==> src/rtl/u409_seq_pkg.sv <==
// u409_seq_pkg
// Shared types and constants for the U409 target sequencer.
//   state_e   : sequencer FSM states
//   target_e  : which engine owns the current bus cycle
//   Z2_AC_WINDOW / Z3_AC_WINDOW : default A[31:16] of the AUTOCONFIG windows
//   CNT_W     : watchdog counter width
//   decode_target() : address decode with fixed priority AC > BRIDGE > LIDE > PRO
package u409_seq_pkg;

  typedef enum logic [2:0] {
    IDLE     = 3'd0,
    DECODE   = 3'd1,
    WAIT_ACK = 3'd2,
    TERM     = 3'd3,
    ERR      = 3'd4
  } state_e;

  typedef enum logic [2:0] {
    NONE   = 3'd0,
    AC     = 3'd1,
    BRIDGE = 3'd2,
    LIDE   = 3'd3,
    PRO    = 3'd4
  } target_e;

  localparam logic [15:0] Z2_AC_WINDOW = 16'h00E8;
  localparam logic [15:0] Z3_AC_WINDOW = 16'hFF00;
  localparam int          CNT_W        = 8;

  // a is A[31:16]; a[15:8] = A[31:24], a[12] = A28.
  function automatic target_e decode_target(
    input logic [15:0] a,
    input logic        configured,
    input logic        bridge_valid,
    input logic        lide_valid,
    input logic        pro_valid,
    input logic [7:0]  bridge_base,
    input logic [6:0]  lide_base,
    input logic [2:0]  pro_base,
    input logic [15:0] z2_base,
    input logic [15:0] z3_base
  );
    target_e t;
    t = NONE;
    if (!configured && (a == z2_base || a == z3_base))
      t = AC;
    else if (bridge_valid && a[15:8] == 8'h00 && a[7:0] == bridge_base)
      t = BRIDGE;
    else if (lide_valid && a[15:8] == 8'h00 && a[7:1] == lide_base)
      t = LIDE;
    else if (pro_valid && a[15:13] == pro_base && !a[12])
      t = PRO;
    return t;
  endfunction

endpackage

==> src/rtl/u409_bus_watchdog.sv <==
// u409_bus_watchdog
// Saturating cycle counter for the WAIT_ACK watchdog.
//   clk, rst_n : clock, async active-low reset
//   clr        : reload counter to 0 (start of a new wait)
//   en         : count one wait cycle
//   expired    : the current wait cycle is the LIMIT-th one
module u409_bus_watchdog
  import u409_seq_pkg::*;
#(
  parameter int unsigned LIMIT = 255
)(
  input  logic clk,
  input  logic rst_n,
  input  logic clr,
  input  logic en,
  output logic expired
);

  localparam logic [CNT_W-1:0] LAST = CNT_W'(LIMIT - 1);
  localparam logic [CNT_W-1:0] MAX  = {CNT_W{1'b1}};

  logic [CNT_W-1:0] cnt_q, cnt_d;

  always_comb begin
    cnt_d = cnt_q;
    if (clr)
      cnt_d = '0;
    else if (en && cnt_q != MAX)
      cnt_d = cnt_q + 1'b1;
  end

  always_ff @(posedge clk or negedge rst_n) begin
    if (!rst_n) cnt_q <= '0;
    else        cnt_q <= cnt_d;
  end

  // cnt_q counts completed wait cycles, so LAST flags the LIMIT-th one.
  assign expired = (cnt_q >= LAST);

endmodule

==> src/rtl/u409_target_sequencer.sv <==
// u409_target_sequencer
// Sequences each 68040 bus cycle owned by U409: latch on TSn, decode,
// raise one target select, wait for that target's ack, then emit a
// one-cycle TACK_OUT (or TEA_OUT on watchdog expiry).
// Inputs : CLK40, RESETn, TSn, RnW, A[31:16], CONFIGURED, *_VALID, *_BASE,
//          AC_TACK, BRIDGE_ACK, LIDE_ACK, PRO_ACK
// Outputs: AUTOCONFIG_SPACE, SEL_BRIDGE/LIDE/PRO, CYC_RnW, CYC_ACTIVE,
//          TACK_OUT, TEA_OUT (all registered)
// Build option: U409_BUS_TIMEOUT_EN enables the watchdog and ERR path;
// without it WAIT_ACK waits forever and TEA_OUT is 0.
module u409_target_sequencer
  import u409_seq_pkg::*;
#(
  parameter int unsigned TIMEOUT_CYCLES = 255,
  parameter logic [15:0] Z2_AC_BASE     = Z2_AC_WINDOW,
  parameter logic [15:0] Z3_AC_BASE     = Z3_AC_WINDOW
)(
  input  logic        CLK40,
  input  logic        RESETn,
  input  logic        TSn,
  input  logic        RnW,
  input  logic [15:0] A,
  input  logic        CONFIGURED,
  input  logic        BRIDGE_VALID,
  input  logic        LIDE_VALID,
  input  logic        PRO_VALID,
  input  logic [7:0]  BRIDGE_BASE,
  input  logic [6:0]  LIDE_BASE,
  input  logic [2:0]  PRO_BASE,
  input  logic        AC_TACK,
  input  logic        BRIDGE_ACK,
  input  logic        LIDE_ACK,
  input  logic        PRO_ACK,
  output logic        AUTOCONFIG_SPACE,
  output logic        SEL_BRIDGE,
  output logic        SEL_LIDE,
  output logic        SEL_PRO,
  output logic        CYC_RnW,
  output logic        CYC_ACTIVE,
  output logic        TACK_OUT,
  output logic        TEA_OUT
);

  state_e  state_q, state_d;
  target_e tgt_q, tgt_d;
  logic    rnw_q, rnw_d;
  logic    ac_q, ac_d;
  logic    sel_b_q, sel_b_d;
  logic    sel_l_q, sel_l_d;
  logic    sel_p_q, sel_p_d;
  logic    act_q, act_d;
  logic    tack_q, tack_d;
  logic    tea_q, tea_d;
  logic    wd_clr, wd_en, timeout;
  logic    ack_sel;

  // Only the owning target's ack counts.
  always_comb begin
    unique case (tgt_q)
      AC:      ack_sel = AC_TACK;
      BRIDGE:  ack_sel = BRIDGE_ACK;
      LIDE:    ack_sel = LIDE_ACK;
      PRO:     ack_sel = PRO_ACK;
      default: ack_sel = 1'b0;
    endcase
  end

`ifdef U409_BUS_TIMEOUT_EN
  u409_bus_watchdog #(.LIMIT(TIMEOUT_CYCLES)) u_wd (
    .clk     (CLK40),
    .rst_n   (RESETn),
    .clr     (wd_clr),
    .en      (wd_en),
    .expired (timeout)
  );
`else
  assign timeout = 1'b0;
`endif

  always_comb begin
    state_d = state_q;
    tgt_d   = tgt_q;
    rnw_d   = rnw_q;
    ac_d    = ac_q;
    sel_b_d = sel_b_q;
    sel_l_d = sel_l_q;
    sel_p_d = sel_p_q;
    act_d   = act_q;
    tack_d  = 1'b0;
    tea_d   = 1'b0;
    wd_clr  = 1'b0;
    wd_en   = 1'b0;
    unique case (state_q)
      IDLE: if (!TSn) begin
        // Decode is resolved against the inputs present at TSn, so later
        // changes to CONFIGURED or the bases cannot disturb this cycle.
        tgt_d   = decode_target(A, CONFIGURED, BRIDGE_VALID, LIDE_VALID,
                                PRO_VALID, BRIDGE_BASE, LIDE_BASE, PRO_BASE,
                                Z2_AC_BASE, Z3_AC_BASE);
        rnw_d   = RnW;
        state_d = DECODE;
      end
      DECODE: begin
        if (tgt_q != NONE) begin
          ac_d    = (tgt_q == AC);
          sel_b_d = (tgt_q == BRIDGE);
          sel_l_d = (tgt_q == LIDE);
          sel_p_d = (tgt_q == PRO);
          act_d   = 1'b1;
          wd_clr  = 1'b1;
          state_d = WAIT_ACK;
        end else begin
          state_d = IDLE;
        end
      end
      WAIT_ACK: begin
        if (ack_sel)      state_d = TERM;
        else if (timeout) state_d = ERR;
        else              wd_en   = 1'b1;
      end
      TERM, ERR: begin
        tack_d  = (state_q == TERM);
        tea_d   = (state_q == ERR);
        ac_d    = 1'b0;
        sel_b_d = 1'b0;
        sel_l_d = 1'b0;
        sel_p_d = 1'b0;
        act_d   = 1'b0;
        state_d = IDLE;
      end
      default: state_d = IDLE;
    endcase
  end

  always_ff @(posedge CLK40 or negedge RESETn) begin
    if (!RESETn) begin
      state_q <= IDLE;
      tgt_q   <= NONE;
      rnw_q   <= 1'b0;
      ac_q    <= 1'b0;
      sel_b_q <= 1'b0;
      sel_l_q <= 1'b0;
      sel_p_q <= 1'b0;
      act_q   <= 1'b0;
      tack_q  <= 1'b0;
      tea_q   <= 1'b0;
    end else begin
      state_q <= state_d;
      tgt_q   <= tgt_d;
      rnw_q   <= rnw_d;
      ac_q    <= ac_d;
      sel_b_q <= sel_b_d;
      sel_l_q <= sel_l_d;
      sel_p_q <= sel_p_d;
      act_q   <= act_d;
      tack_q  <= tack_d;
      tea_q   <= tea_d;
    end
  end

  assign AUTOCONFIG_SPACE = ac_q;
  assign SEL_BRIDGE       = sel_b_q;
  assign SEL_LIDE         = sel_l_q;
  assign SEL_PRO          = sel_p_q;
  assign CYC_RnW          = rnw_q;
  assign CYC_ACTIVE       = act_q;
  assign TACK_OUT         = tack_q;
`ifdef U409_BUS_TIMEOUT_EN
  assign TEA_OUT          = tea_q;
`else
  assign TEA_OUT          = 1'b0;
`endif

endmodule

==> config.mk <==
export PLATFORM = sky130hd
export DESIGN_NAME = u409_target_sequencer
export DESIGN_NICKNAME = d
export VERILOG_FILES = /design/src/rtl/u409_seq_pkg.sv /design/src/rtl/u409_bus_watchdog.sv /design/src/rtl/u409_target_sequencer.sv
export SDC_FILE = /design/constraint.sdc
export NUM_CORES = 1
export LEC_CHECK = 0
export CELL_PAD_IN_SITES_DETAIL_PLACEMENT = 0
export CELL_PAD_IN_SITES_GLOBAL_PLACEMENT = 2
export CORE_UTILIZATION = 21
export CTS_CLUSTER_SIZE = 16
export DETAILED_ROUTE_END_ITERATION = 6
export HOLD_SLACK_MARGIN = 0.08
export PLACE_DENSITY = 0.86
export SLEW_MARGIN = 20
export SYNTH_ARGS = -nofsm -noshare
export SYNTH_HDL_FRONTEND = slang
export SYNTH_SLANG_ARGS = --single-unit
==> constraint.sdc <==
create_clock -name CLK40 -period 3.4 [get_ports CLK40]
set_clock_uncertainty 0.1 [all_clocks]
set_input_delay 0.68 -clock CLK40 [delete_from_list [all_inputs] [get_ports CLK40]]
set_output_delay 0.68 -clock CLK40 [all_outputs]
set_load 0.005 [all_outputs]
Yosys cells after proc, flatten, opt, wreduce, memory -nomap -nowiden
Cells that the tools add are included.
{ "classes": {"n_eq_ne": 16, "reduce_logical": 18, "n_bitwise": 1, "muxes": 20} }
{ "ops": {"columns": ["operator", "count"], "rows": [
  ["$mux W3", 6],
  ["$eq A16 B16 Y1 const B", 1],
  ["$eq A16 B8 Y1 const B", 1],
  ["$eq A3 B2 Y1 const B", 4],
  ["$pmux W1 S2", 5],
  ["$pmux W3 S3", 1],
  ["$eq A8 B8 Y1", 1],
  ["$logic_not A8 Y1", 1],
  ["$eq A7 B7 Y1", 1],
  ["$logic_and A1 B1 Y1", 7],
  ["$eq A3 B1 Y1 const B", 2],
  ["$eq A3 B3 Y1 const B", 2],
  ["$mux W1", 6],
  ["$ne A2 B2 Y1 const B", 3],
  ["$reduce_and A2 Y1", 3],
  ["$pmux W1 S4", 1],
  ["$eq A3 B3 Y1", 1],
  ["$logic_not A3 Y1", 1],
  ["$reduce_bool A3 Y1", 1],
  ["$logic_not A1 Y1", 2],
  ["$mux W2", 1],
  ["$reduce_bool A2 Y1", 1],
  ["$reduce_or A2 Y1", 1],
  ["$logic_or A1 B1 Y1", 1],
  ["$not A1 Y1", 1]
]} }
{ "totals": {"reg_bits": 13, "inputBits": 46, "out_inout_bits": 8, "wordCells": 64} }

Longest topological paths before layout
Gate-level depths: netlist of the first run.
{ "depth": {"word_depth": 7, "mapped_depth": 5, "ltp_nobuf": 5} }

Worst setup path before layout of the first run
OpenSTA, ideal clock, no wires.
{ "synth_path": {"path_type": "input port to flip-flop", "startpoint": "input A[9]", "endpoint": "register tgt_q[2]", "n_path_buf": 0, "slack_ps": 1533, "required_time_ps": 3169, "t_arrival_ps": 1636, "setup_ps": 131, "path_stages": 5, "path_cell_list": "nor4_2 > nand4_1 > a2111o_1 > nand2_2 > o41ai_1"} }
{ "synth_via": {"elab_chain_cells": 6, "elab_cells_between_ends": 12, "cone_classes": "eq/ne: 2; mux: 3; reduce/logical: 7"} }
{ "synth_lines": {"columns": ["item", "line", "text"], "rows": [
  ["from (decl)", "u409_target_sequencer.sv:22", "input logic [15:0] A,"],
  ["$logic_not A8 Y1", "u409_seq_pkg.sv:47, u409_seq_pkg.sv:49", null],
  ["$logic_and A1 B1 Y1 (2 in a row)", "u409_seq_pkg.sv:49", "else if (lide_valid && a[15:8] == 8'h00 && a[7:1] == lide_base)"],
  ["$mux W3", "u409_seq_pkg.sv:49", null],
  ["$mux W3", "u409_seq_pkg.sv:47", "else if (bridge_valid && a[15:8] == 8'h00 && a[7:0] == bridge_base)"],
  ["$mux W3 (*)", "u409_seq_pkg.sv:45", "if (!configured && (a == z2_base || a == z3_base))"],
  ["to (signal assigned)", "u409_target_sequencer.sv:149", "tgt_q <= tgt_d;"],
  ["to (decl)", "u409_target_sequencer.sv:45", "target_e tgt_q, tgt_d;"]
]} }
Every way passes the cells marked *; elsewhere a longest branch is shown, timed or not.
A chain may end at the register's enable or synchronous reset.

Worst setup path in the final report of the first run
{ "layout_path": {"startpoint": "input A[15]", "endpoint": "register tgt_q[0]"} }
The elaborated chain is that of the path after synthesis.

==> results of run 1 <==
[final cells by class]
type / instances / area (um^2)
flip-flops and latches: 12 / 300
multi-input cells: 76 / 528
inverters: 2 / 7.51
fillers: 381 / 2340
clock buffers: 3 / 41.3
repair buffers: 52 / 520
well taps: 48 / 60.1
[sequential cells by signal, indices dropped and copies added (netlist names)]
| signal | cells |
|---|---|
| tgt_q | 3 |
| AUTOCONFIG_SPACE | 1 |
| SEL_PRO | 1 |
| CYC_ACTIVE | 1 |
| TACK_OUT | 1 |
| SEL_BRIDGE | 1 |
| SEL_LIDE | 1 |
| CYC_RnW | 1 |
| state_q | 2 |
[layer usage]
layer	wire length (um)	GRT usage, %	vias to the layer above
li1	-	-	445
met1	931	12.9	406
met2	1140	19.9	46
met3	189	2.76	2
met4	7	2.39	0
met5	0	0	-
[stage by stage]
stage | std cells | util (%) | cell area (um^2)
floorplan | 95 | - | 858
global placement | 190 | 37.3 | 1420
detailed placement | 190 | 37.3 | 1420
CTS | 193 | 38.4 | 1460
global route | 193 | 38.4 | 1460
finish | 193 | 38.4 | 1460
[power by group through the flow]
stage	clock (mW)	sequential (mW)	combinational (mW)
3_3_place_gp	0	0.244	0.235
5_1_grt	0.131	0.254	0.261
2_1_floorplan	0	0.214	0.133
4_1_cts	0.127	0.246	0.241
6_report	0.127	0.244	0.237
3_5_place_dp	0	0.247	0.239
[cells in the final DEF, fill, tap and decap left out]
cell type,n
sky130_fd_sc_hd__a2111o_1,1
sky130_fd_sc_hd__a21oi_1,9
sky130_fd_sc_hd__and2_1,1
sky130_fd_sc_hd__and4_1,1
sky130_fd_sc_hd__and4b_1,2
sky130_fd_sc_hd__clkbuf_8,3
sky130_fd_sc_hd__clkdlybuf4s50_1,52
sky130_fd_sc_hd__conb_1,1
sky130_fd_sc_hd__dfrtp_1,12
sky130_fd_sc_hd__inv_1,2
sky130_fd_sc_hd__mux2i_1,1
sky130_fd_sc_hd__nand2_1,7
sky130_fd_sc_hd__nand2_2,1
sky130_fd_sc_hd__nand2b_1,1
sky130_fd_sc_hd__nand3_1,3
sky130_fd_sc_hd__nand3b_1,2
sky130_fd_sc_hd__nand4_1,5
sky130_fd_sc_hd__nor2_1,3
sky130_fd_sc_hd__nor2b_1,1
sky130_fd_sc_hd__nor3_1,2
sky130_fd_sc_hd__nor3b_1,1
sky130_fd_sc_hd__nor4_2,3
sky130_fd_sc_hd__nor4bb_1,1
sky130_fd_sc_hd__o21ai_0,3
sky130_fd_sc_hd__o22a_1,1
sky130_fd_sc_hd__o31a_1,1
sky130_fd_sc_hd__o31ai_1,1
sky130_fd_sc_hd__o32ai_1,1
sky130_fd_sc_hd__o41ai_1,1
sky130_fd_sc_hd__or3_1,4
sky130_fd_sc_hd__xnor2_1,17
sky130_fd_sc_hd__xor2_1,1
[critical path, stage by stage]
cell                              delay (ns)
sky130_fd_sc_hd__clkdlybuf4s50_1        0.47
sky130_fd_sc_hd__nor4_2                 0.34
sky130_fd_sc_hd__nand2_1                0.14
sky130_fd_sc_hd__nor4_2                 0.38
sky130_fd_sc_hd__nor2b_1                0.09
sky130_fd_sc_hd__o22a_1                 0.16
[path summary, 6_finish.rpt]
| kind | from | to | slack, ns | depth (start not counted) |
|---|---|---|---|---|
| worst min register to register | CYC_RnW | CYC_RnW | 0.39 | 2 |
| worst max-delay path | A[15] | tgt_q[0] | 1.17 | 6 |
| min in group asynchronous | RESETn | TACK_OUT | 0.69 | 1 |
| worst max register to register | state_q[0] | tgt_q[2] | 1.79 | 3 |
| worst min-delay path | CYC_RnW | CYC_RnW | 0.39 | 2 |
| max in group asynchronous | RESETn | AUTOCONFIG_SPACE | 2.15 | 1 |
[cell usage after synthesis, types with 2 or more instances]
| cell type | instances | area share, % |
|---|---|---|
| sky130_fd_sc_hd__nand2_1 | 7 | 3.1 |
| sky130_fd_sc_hd__clkbuf_1 | 4 | 1.7 |
| sky130_fd_sc_hd__nand3b_1 | 2 | 1.7 |
| sky130_fd_sc_hd__and4b_1 | 2 | 2.3 |
| sky130_fd_sc_hd__nor3_1 | 2 | 1.2 |
| sky130_fd_sc_hd__o21ai_0 | 3 | 1.7 |
| sky130_fd_sc_hd__xnor2_1 | 17 | 17 |
| sky130_fd_sc_hd__nand3_1 | 3 | 1.7 |
| sky130_fd_sc_hd__nand4_1 | 5 | 3.6 |
| sky130_fd_sc_hd__a21oi_1 | 9 | 5.2 |
| sky130_fd_sc_hd__nor2_1 | 3 | 1.3 |
| sky130_fd_sc_hd__inv_1 | 2 | 0.87 |
| sky130_fd_sc_hd__or3_1 | 4 | 2.9 |
| sky130_fd_sc_hd__dfrtp_1 | 12 | 35 |
| sky130_fd_sc_hd__nor4_2 | 3 | 4.4 |
[kinds of logic (layout without fill, tap and decap cells)]
logic type / after synthesis / in the layout / synth area share, %
flops: 12 / 12 / 35.0
buf+inv: 7 / 57 / 3.50
other cells: 1 / 1 / 0.437
compound gates: 18 / 18 / 13.3
xor+xnor: 18 / 18 / 18.4
mux: 1 / 1 / 1.17
simple gates: 38 / 38 / 28.3
==> results, run 1 <==
- The flow ran to the end, and the final reports show no timing, DRC or antenna violations.
- In this run the static leakage power is between 0.5 and 0.6 nW.
- The number of global-route vias before repair is 872.
- The first global-routing pass estimated 3720 um of wire.
- In this run, distinct cell masters in the synthesized netlist total 32.
- In this run the tightest slew margin relative to its limit is 64.5%.
- The initial antenna violation count is 0.
- For this configuration, the core starts out at a cell density of a little under a quarter.
- The most used flip-flop cell after synthesis is sky130_fd_sc_hd__dfrtp_1.
- Across all hold checks on the routed design, the worst slack comes to 0.395 ns.
- Global routing consumed, over all layers together, 11.0% of the routing resources.
- The maximum number of pins on one net before global-route repair is 14.
- The global route total overflow is 0.
- The die covers roughly 0.0043 mm^2.
- The class of the most critical hold timing path is reg -> reg.
- The detailed router finished its first iteration with 27 violations.
- Measured along the x axis, the die boundary spans around 66 um.
- The synthesis-stage register bit count is 12.
- The synthesized design contains 0 enable-type register cells.
- Adding up every negative setup slack in the final design gives 0 ns.
- 54 I/O pins were placed.
- The count of pins over their slew limit is 0.
- In the final routed layout, each cell accounts on average for approximately 12 um.
- Setup violations remaining at the end of the flow were counted as 0.
- The net switching power is 190 uW.
- The type of origin of the critical path is a primary input.
- The post-layout minimum cycle time is 2.23 ns.
- The number of search-and-repair iterations in the first detailed-routing pass is 4.
- The relative area change from synthesis to final layout is 69.8%.
- In the final layout, the share of cells above drive strength 1 is 4.83%.
- The routed layout has between 800 and 900 vias.
- When the netlist entered floorplanning its net count stood at 141.
- Setup repair after global routing left no endpoint under its margin.
- Row generation in the floorplan step produced 22 rows.
- The sequential element share of the synthesized area is about a third.
- The worst path uses 65.4% of the clock period.
- Cell internal power was estimated by the tool at 418 uW.
- The final hold violation count came to 0.
- STA puts the critical path data arrival time at between 2 and 2.5 ns.
- For the pin with the worst max-slew slack, the measured transition is 0.530 ns.
- The worst setup path is captured at a register.
- The number of cells produced by synthesis is 95.
- The average cell area after synthesis is between 9 and 10 um^2.
- The height of the chip is between 60 and 70 um.
- After detailed routing, the number of remaining DRC violations is 0.
- Yosys printed 0 warnings.
- Port buffering added 52 buffers.
- The total power is roughly 610 uW.
- Sequential cells burn between 40% and 50% of the power.
- The later-pin clock latency in the skew report is 0.23 ns.
- Once the clock tree was built, the resizer swapped 0 gates to a different size.
- The smallest setup slack after layout is between 1 and 1.5 ns.
- The maximum fanout count along the critical path is 3.
- The proportion of power drawn by combinational gates is 38.9%.
- The clock network accounts for 20.9% of the total power.
- The clock buffer count from CTS is 3.
- Routability-driven placement finished with a final weighted congestion of 0.744.
- STA puts the critical path data required time at 3.43 ns.
- The number of H-tree branching levels is 1.
- The total number of clock tree sinks is 12.
- The number of buffers inserted to repair setup after CTS is 0.
- The HPWL after detailed placement is 1960 um.
- The maximum VDD drop is about 0.16 mV.
- The setup path with the least slack is of type in -> reg.
- For this run, the top clock speed supported by timing is 449 MHz.
- Before CTS, the worst setup slack after placement is 0.907 ns.
- For this design, the CTS-stage hold fixing added 0 buffers.
- Net switching is 31.3% of the power.
- After detailed routing, the number of vias per cell comes to 4.66.
- The placeable core region is 0.00380 mm^2.
- After synthesis the cells add up to approximately 860 um^2.
- Dividing total power by cell area gives a power density of 417 mW/mm^2.
- The number of antenna repair diodes is 0.
- Max-cap violations in this run came to 0.
- Clock-pin slew was measured on the worst setup and hold paths at about 0.05 ns.
- TritonCTS built the clock tree.
- After synthesis, the share of flip-flops with an asynchronous set or reset is between 90% and 100%.
- The routed design has 2260 um of wire.
- After the last flow step, the layout net total stands at 193.
- The remaining number of nets flagged by the antenna check after routing is 0.
- The clock passes through at most 2 buffers.
- The cell chosen for the clock root is sky130_fd_sc_hd__clkbuf_8.
Note: power is estimated with default switching activity, not from simulation.
==> run 2, diff against run 1 <==
Settings changed: CORE_UTILIZATION 21 to 19, PLACE_DENSITY 0.86 to 0.79.
Clock period 3.4 ns to 2.1 ns, I/O delays scaled along.
==> run 2 against run 1 <==
Compared with the run above:
- global-route usage is 0.59 points lower
- non-clock buffer count is 7 higher
- clock power is 64% higher
- wire length is 8.5% higher
- critical endpoint is now tgt_q[2]
==> results, run 2 (same netlist as run 1, synthesis figures left out) <==
- The clock transition at the register clock pins on the worst setup and hold paths after CTS was 0.05 ns (about the same).
- The total of endpoints with negative setup slack in the final report came to 0 (unchanged).
- The worst setup path is captured at a register.
- The number of filler cells placed in the layout is 427 (+12%).
- The layout cell share with drive strength beyond 1 is 9.21% (+4.4 points).
- The worst path arrival time is 2.00 ns (-0.25 ns).
- The count of pins over their slew limit is 0 (unchanged).
- The most frequent standard cell in the layout excluding fill and tap cells is sky130_fd_sc_hd__clkdlybuf4s50_1.
- The total wirelength of the detailed-routed design is 2460 um (+8.5%).
- The met2 track demand over resource is 19.2% (-0.70 points).
- The number of antenna repair diodes is 0 (unchanged).
- The sequential standard cell area was 300 um^2 (unchanged).
- The maximum number of pins on one net before global-route repair is 14 (unchanged).
- The final hold slack is 0.375 ns (-0.0196 ns).
- The mean number of vias per cell is 4.52 (-2.9%).
- The worst hold path terminates at CYC_RnW.
- The number of DRC violations after detailed-routing iteration 0 came to 25 (-7.4%).
- The met3 track utilization from global routing is 2.47% (-0.29 points).
- The ratio of final minimum period to clock period is 94.7%.
- Setup repair after global routing left no endpoint under its margin.
- The global-route total usage across every layer is 10.4% (-0.59 points).
- The height of the chip was 69.2 um (+5.0%).
- The clock buffer count from CTS is 3 (unchanged).
- The global placer's final weighted congestion is 0.719 (-3.4%).
- The smallest setup slack after layout is 0.110 ns (-1.06 ns).
- The worst hold path begins at CYC_RnW.
- The static leakage power is 0.571 nW (+6.6%).
- The worst slew margin relative to its limit came to 62.9% (-1.6 points).
- The register containing the most flip-flops in the final layout is tgt_q.
- The final-layout setup total negative slack was 0 ns (unchanged).
- The number of H-tree branching levels is 1 (unchanged).
- The remaining number of nets flagged by the antenna check after routing was 0 (unchanged).
- The run finished with clean final reports.
- The count of hold-fix buffers inserted at cts is 0 (unchanged).
- The TritonCTS clock tree is yes.
- Compared with the post-synthesis result, the final layout area differs by 77.6%.
- The global route total overflow is 0 (unchanged).
- The largest registers in the layout are tgt_q (3), state_q (2).
- The worst setup path is launched from a primary input.
- The final hold violation count is 0 (unchanged).
- The final net count is 200 (+3.6%).
- The post-layout minimum cycle time is 1.99 ns.
- The worst-case register-to-register setup slack is 0.54 ns (-1.25 ns).
- The die width was 69.2 um (+5.0%).
- The kind of critical path is in -> reg.
- The number of global-route vias before repair was 927 (+6.3%).
- The area of the multi-input gates came to 537 um^2 (+1.7%).
- In this run the critical register-to-register path is captured at tgt_q[2].
- The logic depth of the worst register-to-register path is 3 (unchanged).
- The most used routing layer is met2.
- The post-place instance area is 0.00147 mm^2 (+4.1%).
- The maximum VDD drop is 0.260 mV (+62%).
- The initial core utilization is 19.7% (-2.9 points).
- In the layout the commonest cells are 52 x sky130_fd_sc_hd__clkdlybuf4s50_1, 17 x sky130_fd_sc_hd__xnor2_1, 12 x sky130_fd_sc_hd__dfrtp_1, 9 x sky130_fd_sc_hd__a21oi_1.
- The final design area excluding fillers was 0.00152 mm^2 (+4.5%).
- The maximum fanout count along the critical path is 3 (unchanged).
- The met1 track demand over resource in global routing came to 11.7% (-1.2 points).
- In this run the worst hold path is classified as reg -> reg.
- The maximum clock insertion buffer count came to 2 (unchanged).
- The area of the die came to 0.00479 mm^2 (+10%).
- The post-detailed-route DRC marker count is 0 (unchanged).
- The max-capacitance violation count was 0 (unchanged).
- The number of search-and-repair iterations in the first detailed-routing pass was 4 (unchanged).
- The power per standard cell area is 661 mW/mm^2 (+58%).
- The cell row count is 24 (+9.1%).
- The slew of the pin with the lowest slew margin is 0.554 ns (+0.0239 ns).
- The later-pin clock latency in the skew report is 0.24 ns (about the same).
- The final routed wire length divided by cell count is 12.0 um (+2.7%).
- The required time of the critical path was 2.11 ns (-1.32 ns).
- The count of buffers from port buffering is 52 (unchanged).
- The placeable core region is 0.00435 mm^2 (+15%).
- The number of vias after detailed routing was 923 (+2.7%).
- The worst setup slack before clock tree synthesis is -0.189 ns (-1.10 ns).
- The total number of clock tree sinks is 12 (unchanged).
- The tree is rooted in a sky130_fd_sc_hd__clkbuf_8.
- The count of boundary I/O pins is 54 (unchanged).
- In this run the critical register-to-register path is launched from state_q[0].
- Based on the critical path, the design can be clocked at up to around 500 MHz.
- The wire length of the first global-routing pass came to 4000 um (+7.4%).
- The initial antenna violation count is 0 (unchanged).
- The number of flip-flops under the largest register name is 3 (unchanged).
- The number of instances on the worst hold path is 2 (unchanged).
- The placed wire-length estimate is 2090 um (+6.7%).
## run 2: cell count changes in the layout (fill, tap and decap cells not counted), sizes merged
cell,change
buf,+7
## run 2: through the flow
stage	total power, mW	instances	utilization [%]
6_report	1.01	204	35.0
5_1_grt	1.08	204	35.0
4_1_cts	1.01	204	34.8
3_5_place_dp	0.805	201	33.9
3_3_place_gp	0.797	201	33.9
2_1_floorplan	0.563	95	-
## run 2: how the worst max path moves through the flow
stage                     slack [ns]  start       end  cells after the start
after floorplan                 0.49   A[9]  tgt_q[2]                      5
after global placement         -0.08  A[15]  tgt_q[2]                      6
after detailed placement       -0.19  A[15]  tgt_q[2]                      6
after CTS                       0.06  A[15]  tgt_q[2]                      6
after global routing            0.01  A[15]  tgt_q[2]                      6
final                           0.11  A[15]  tgt_q[2]                      6
## run 2: timing repair
action / in CTS / in global routing
endpoints found under the setup margin: 0 / 3
setup buffers: 0 / 0
resized for setup: 0 / 1
## run 2: final cells by class
cell class / count / area share [%]
clock buffers: 3 / 2.71
inverters: 2 / 0.493
multi-input cells: 76 / 35.2
flip-flops and latches: 12 / 19.7
well taps: 52 / 4.27
repair buffers: 59 / 37.6
## run 2: worst max-delay path, stage by stage
cell,delay (ns)
sky130_fd_sc_hd__clkdlybuf4s50_1,0.49
sky130_fd_sc_hd__nor4_4,0.34
sky130_fd_sc_hd__nand4_1,0.13
sky130_fd_sc_hd__a2111o_1,0.45
sky130_fd_sc_hd__nand2_2,0.09
sky130_fd_sc_hd__o41ai_1,0.09
## run 2: where the power goes
group / total [mW] / internal [mW] / switching, mW
clock network: 0.208 / 0.126 / 0.0821
logic: 0.406 / 0.264 / 0.142
registers: 0.393 / 0.301 / 0.0922
## run 2: layer usage
| layer | wire, um | vias to the layer above |
|---|---|---|
| li1 | - | 455 |
| met1 | 1040 | 415 |
| met2 | 1240 | 51 |
| met3 | 169 | 2 |
| met4 | 8 | 0 |
| met5 | 0 | - |
==> RTL edit 1: new RTL, flow settings as in run 2 <==
The option `U409_BUS_TIMEOUT_EN` is turned on by a define.
--- a/src/rtl/u409_target_sequencer.sv
+++ b/src/rtl/u409_target_sequencer.sv
@@ -8,6 +8,8 @@
 //          TACK_OUT, TEA_OUT (all registered)
 // Build option: U409_BUS_TIMEOUT_EN enables the watchdog and ERR path;
 // without it WAIT_ACK waits forever and TEA_OUT is 0.
+`define U409_BUS_TIMEOUT_EN
+
 module u409_target_sequencer
   import u409_seq_pkg::*;
 #(
Formal check against the unedited RTL: no difference found for any inputs over 10 cycles, from zero or initial values and one cycle with RESETn low; that may be too few to reach the edited logic, so the function may still have changed.
==> RTL edit 1 against run 2 <==
Worst setup slack got worse by 36 ps; power increased by 58%; count of clock-buffer cells in the layout did not move; area after synthesis grew 63%; design area increased by 47%; sequential cell count up 10; first-iteration DRC count increased by 100%; routed wire length increased by 45%; non-clock buffer count up 16; maximum frequency shrank 1.8%; critical endpoint is now u_wd.cnt_q[0]$_DFFE_PN0P_.
==> RTL edit 1: results (changes against run 2) <==
Critical path
  – Reg2reg start: tgt_q[1]$_DFFE_PN0P_ (was state_q[0]$_DFFE_PN0P_)
  – Worst Setup EP: u_wd.cnt_q[0]$_DFFE_PN0P_ (was tgt_q[2]$_DFFE_PN0P_)
  – Max FO, Critical Path: 8 (was 3)
  – Worst path slowest cell: or3b_4 (was clkdlybuf4s50_1)
  – Critical Path Start: LIDE_ACK (was A[15])

Drt
  – Avg Vias per Cell: 4.29 (was 4.52)

Run status
  – Status: finished clean (unchanged)

Synthesis
  – Synth Area in Compound Gates: 0.195 (was 0.133)
  – Largest cells by area after synthesis: dfrtp_1 (39%), xnor2_1 (6.3%), nand2_1 (3.8%) (was dfrtp_1 (35%), xnor2_1 (17%), a21oi_1 (5.2%))
  – Syn_nets: 196 (was 141)
  – Mux contribution to synthesized area: 0.0107 (was 0.0117)
  – Synth unique cells: 47 (was 32)

Hold path
  – Endpoint, Worst Hold: CYC_ACTIVE$_DFFE_PN0P_ (was CYC_RnW$_DFFE_PN0P_)
  – Hold Startpoint: CYC_ACTIVE$_DFFE_PN0P_ (was CYC_RnW$_DFFE_PN0P_)

Finish
  – Fillers: 731 (was 427)
  – Layout cells sized above 1: 0.156 (was 0.0921)
  – Regs by FF count: u_wd.cnt_q: 8 flops, state_q: 3 flops, tgt_q: 3 flops (was tgt_q: 3 flops, state_q: 2 flops)
  – Largest Register: u_wd.cnt_q (was tgt_q)

Placement
  – DP Wirelength: 2.99 mm (was 2.09 mm)
  – Final GP Congestion: 0.729 (was 0.719)
  – Cell Area, Placed: 0.00219 mm2 (was 0.00147 mm2)

Global route
  – First-pass GRT wire length: 6.38 mm (was 4.00 mm)
  – Total track usage: 0.104 (about the same)

Pwr
  – Cell Int Power: 1.05 mW (was 691 uW)
  – Pleak: 0.923 nW (was 0.571 nW)
  – Total Power: 1.59 mW (was 1.01 mW)

STA
  – Slew HR: 0.661 (was 0.629)

CTS
  – Clk slew on worst S/H paths: 70 ps (was 50 ps)
==> RTL edit 1: cell families (layout without fill, tap and decap cells) <==
group	count (synthesis)	count (layout)
buffers and inverters	8	84
muxes	1	1
DFF	22	22
AOI/OAI and AO/OA	36	36
xor gates and xnor gates	14	14
adders and majority gates	2	2
and+or+nand+nor	65	65
==> RTL edit 1: metrics by stage <==
step	hold WS [ps]	std cells	worst slack, ps
3_3_place_gp	378	317	-300
4_1_cts	403	320	26.1
5_1_grt	414	320	3.88
2_1_floorplan	24.4	148	86.4
6_report	401	320	74.0
3_5_place_dp	374	317	-310
==> RTL edit 1: routing by layer <==
layer | up-vias | global-route usage | wire (um)
met1 | 631 | 0.139 | 1730
met4 | 0 | 0.0313 | 21
li1 | 706 | - | -
met2 | 34 | 0.169 | 1580
met3 | 2 | 0.0217 | 235
met5 | - | 0 | 0
==> RTL edit 1: power by group through the flow <==
stage / registers, mW / clock network, mW / logic (mW)
floorplan: 0.627 / 0 / 0.349
global placement: 0.641 / 0 / 0.687
detailed placement: 0.643 / 0 / 0.693
CTS: 0.636 / 0.265 / 0.703
global route: 0.653 / 0.281 / 0.789
finish: 0.636 / 0.252 / 0.704
==> RTL edit 1: layout make-up <==
type                    instances  area (um2)  share of cell area
clock buffers                   3        41.3              0.0184
flip-flops and latches         22         551               0.245
well taps                      96         120              0.0535
multi-input cells             118         813               0.363
inverters                       6        22.5              0.0100
repair buffers                 75         696               0.310
==> RTL edit 2: new RTL, flow settings as in run 2 <==
Made on the original files. Encoding of `state_e`: now one-hot (5 bits for 5 states).
--- a/src/rtl/u409_seq_pkg.sv
+++ b/src/rtl/u409_seq_pkg.sv
@@ -7,12 +7,12 @@
 //   decode_target() : address decode with fixed priority AC > BRIDGE > LIDE > PRO
 package u409_seq_pkg;
 
-  typedef enum logic [2:0] {
-    IDLE     = 3'd0,
-    DECODE   = 3'd1,
-    WAIT_ACK = 3'd2,
-    TERM     = 3'd3,
-    ERR      = 3'd4
+  typedef enum logic [4:0] {
+    IDLE     = 5'b00001,
+    DECODE   = 5'b00010,
+    WAIT_ACK = 5'b00100,
+    TERM     = 5'b01000,
+    ERR      = 5'b10000
   } state_e;
 
   typedef enum logic [2:0] {
Formal check against the unedited RTL: same outputs for any inputs over 10 cycles, from zero or initial values and one cycle with RESETn low; not proved beyond that.
==> RTL edit 2 against run 2 <==
Worst setup slack better by 41 ps; routed wire length is 20% higher; core utilization is 1.3 points higher; power is 17% higher; die area is 9.6% higher; sequential cell count is 2 higher; design area is 13% higher; first-iteration DRC count is 12% higher; area after synthesis is 9.9% higher; clock power is 12% higher; critical endpoint unchanged; largest power group unchanged.
==> RTL edit 2: results (changes against run 2) <==
Pwr
  – Pleak: 0.671 nW (was 0.571 nW)
  – Peak VDD IR: 0.000260 V (about the same)

Drt
  – Total length of routed met3 wires: 192 um (was 169 um)
  – Routed len/inst: 12.4 um (was 12.0 um)
  – Met1 wire length: 1.22 mm (was 1.04 mm)
  – WL met2: 1.53 mm (was 1.24 mm)
  – First DRT Iteration DRCs: 28 (was 25)
  – Avg Vias per Cell: 4.40 (was 4.52)

Synthesis
  – Synth top cells by count: xnor2_1 (17), dfrtp_1 (13), nor2_1 (9), nand2_1 (8) (was xnor2_1 (17), dfrtp_1 (12), a21oi_1 (9), nand2_1 (7), nand4_1 (5))
  – Syn_nets: 147 (was 141)
  – Synth unique cells: 35 (was 32)
  – Seq/Total Area, Yosys: 0.373 (was 0.350)
  – Largest cells by area after synthesis: dfrtp_1 (34%), xnor2_1 (16%), nor2_1 (3.6%) (was dfrtp_1 (35%), xnor2_1 (17%), a21oi_1 (5.2%))

STA
  – Worst slew pin tran: 656 ps (was 554 ps)
  – Ratio of final minimum period to clock period: 0.928 (was 0.947)

Finish
  – Fin nets: 219 (was 200)
  – Layout cells sized above 1: 0.163 (was 0.0921)
  – Fillers: 502 (was 427)
  – Regs by FF count: state_q: 4 flops, tgt_q: 3 flops (was tgt_q: 3 flops, state_q: 2 flops)

Run status
  – Status: finished clean (unchanged)

Critical path
  – Worst R2R Setup Slack: 330 ps (was 540 ps)
  – Arr. time, crit path: 1960 ps (was 2000 ps)

Placement
  – DP Wirelength: 2.48 mm (was 2.09 mm)
  – Dpl ws: -119 ps (was -189 ps)
  – Final GP Congestion: 0.711 (was 0.719)

CTS
  – Root Buffer: clkbuf_8 (unchanged)

Global route
  – Initial antenna violation count: 0 (unchanged)
  – First-pass GRT wire length: 5.04 mm (was 4.00 mm)
  – Largest net degree at the start of global routing: 15 (was 14)
  – Total track usage: 0.124 (was 0.104)
  – Vias in the first global route: 1140 (was 927)

Die
  – Core box area: 0.00475 mm2 (was 0.00435 mm2)
## RTL edit 2: changes by cell type after synthesis, sizes merged, moves of 2 or more
cell / before / now
nor4b: 0 / 2
o21a: 0 / 3
or3: 4 / 1
or2: 0 / 2
o21ai: 3 / 1
nor2: 3 / 9
clkbuf: 4 / 1
a21oi: 9 / 5
a22oi: 0 / 3
o22ai: 0 / 2
## RTL edit 2: timing repair
item,CTS,global route
endpoints found under the setup margin,0,3
hold buffers,0,0
resized for setup,0,3
## RTL edit 2: power by group
part,switching [mW],leakage [nW],total [mW],internal (mW)
Combinational,0.201,0.474,0.514,0.313
Sequential,0.0789,0.174,0.433,0.355
Clock,0.0990,0.0228,0.233,0.134
Total,0.379,0.671,1.18,0.802
## RTL edit 2: metal layers
metal	global-route usage	vias up
met2	0.244	53
met1	0.135	485
met3	0.0222	2
met5	0	-
li1	-	512
met4	0.0327	0
## RTL edit 2: logic make-up after synthesis
| group | synth area share |
|---|---|
| flip-flops | 0.373 |
| AO/OA/AOI/OAI | 0.167 |
| buffers and inverters | 0.0239 |
| AND/OR/NAND/NOR | 0.255 |
| multiplexers | 0.0106 |
| XOR/XNOR | 0.167 |
| other | 0.00397 |
## RTL edit 2: area by class of cell
type | count | area, um2 | area share
multi-input combinational | 82 | 588 | 0.340
inverter | 3 | 11.3 | 0.00652
timing repair buffer | 69 | 648 | 0.375
tap | 67 | 83.8 | 0.0485
clock buffer | 4 | 45.0 | 0.0261
sequential | 14 | 352 | 0.203
## RTL edit 2: metrics by stage
stage / utilization / hold slack [ps] / total power, mW / std cells / setup TNS (ps)
global route: 0.363 / 426 / 1.27 / 239 / 0
detailed placement: 0.350 / 379 / 0.951 / 235 / -325
floorplan: - / 24.4 / 0.655 / 101 / 0
global placement: 0.350 / 377 / 0.920 / 235 / -189
CTS: 0.359 / 394 / 1.19 / 239 / 0
finish: 0.363 / 386 / 1.18 / 239 / 0
## RTL edit 2: final timing paths
| check | start | end | depth (start not counted) |
|---|---|---|---|
| worst max-delay path | A[5] | tgt_q[2]$_DFFE_PN0P_ | 6 |
| worst min-delay path | CYC_RnW$_DFFE_PN0P_ | CYC_RnW$_DFFE_PN0P_ | 2 |
| worst max register to register | state_q[3]$_DFFE_PN0P_ | tgt_q[2]$_DFFE_PN0P_ | 5 |
| worst min register to register | CYC_RnW$_DFFE_PN0P_ | CYC_RnW$_DFFE_PN0P_ | 2 |
| max in group asynchronous | RESETn | SEL_PRO$_DFFE_PN0P_ | 1 |
| min in group asynchronous | RESETn | TACK_OUT$_DFF_PN0_ | 1 |
## RTL edit 2: critical path, stage by stage
cell and delay, ps:
clkdlybuf4s50_1 520, nand4_1 100, or3_1 310, o22a_1 200, o41ai_4 270, o41ai_1 140
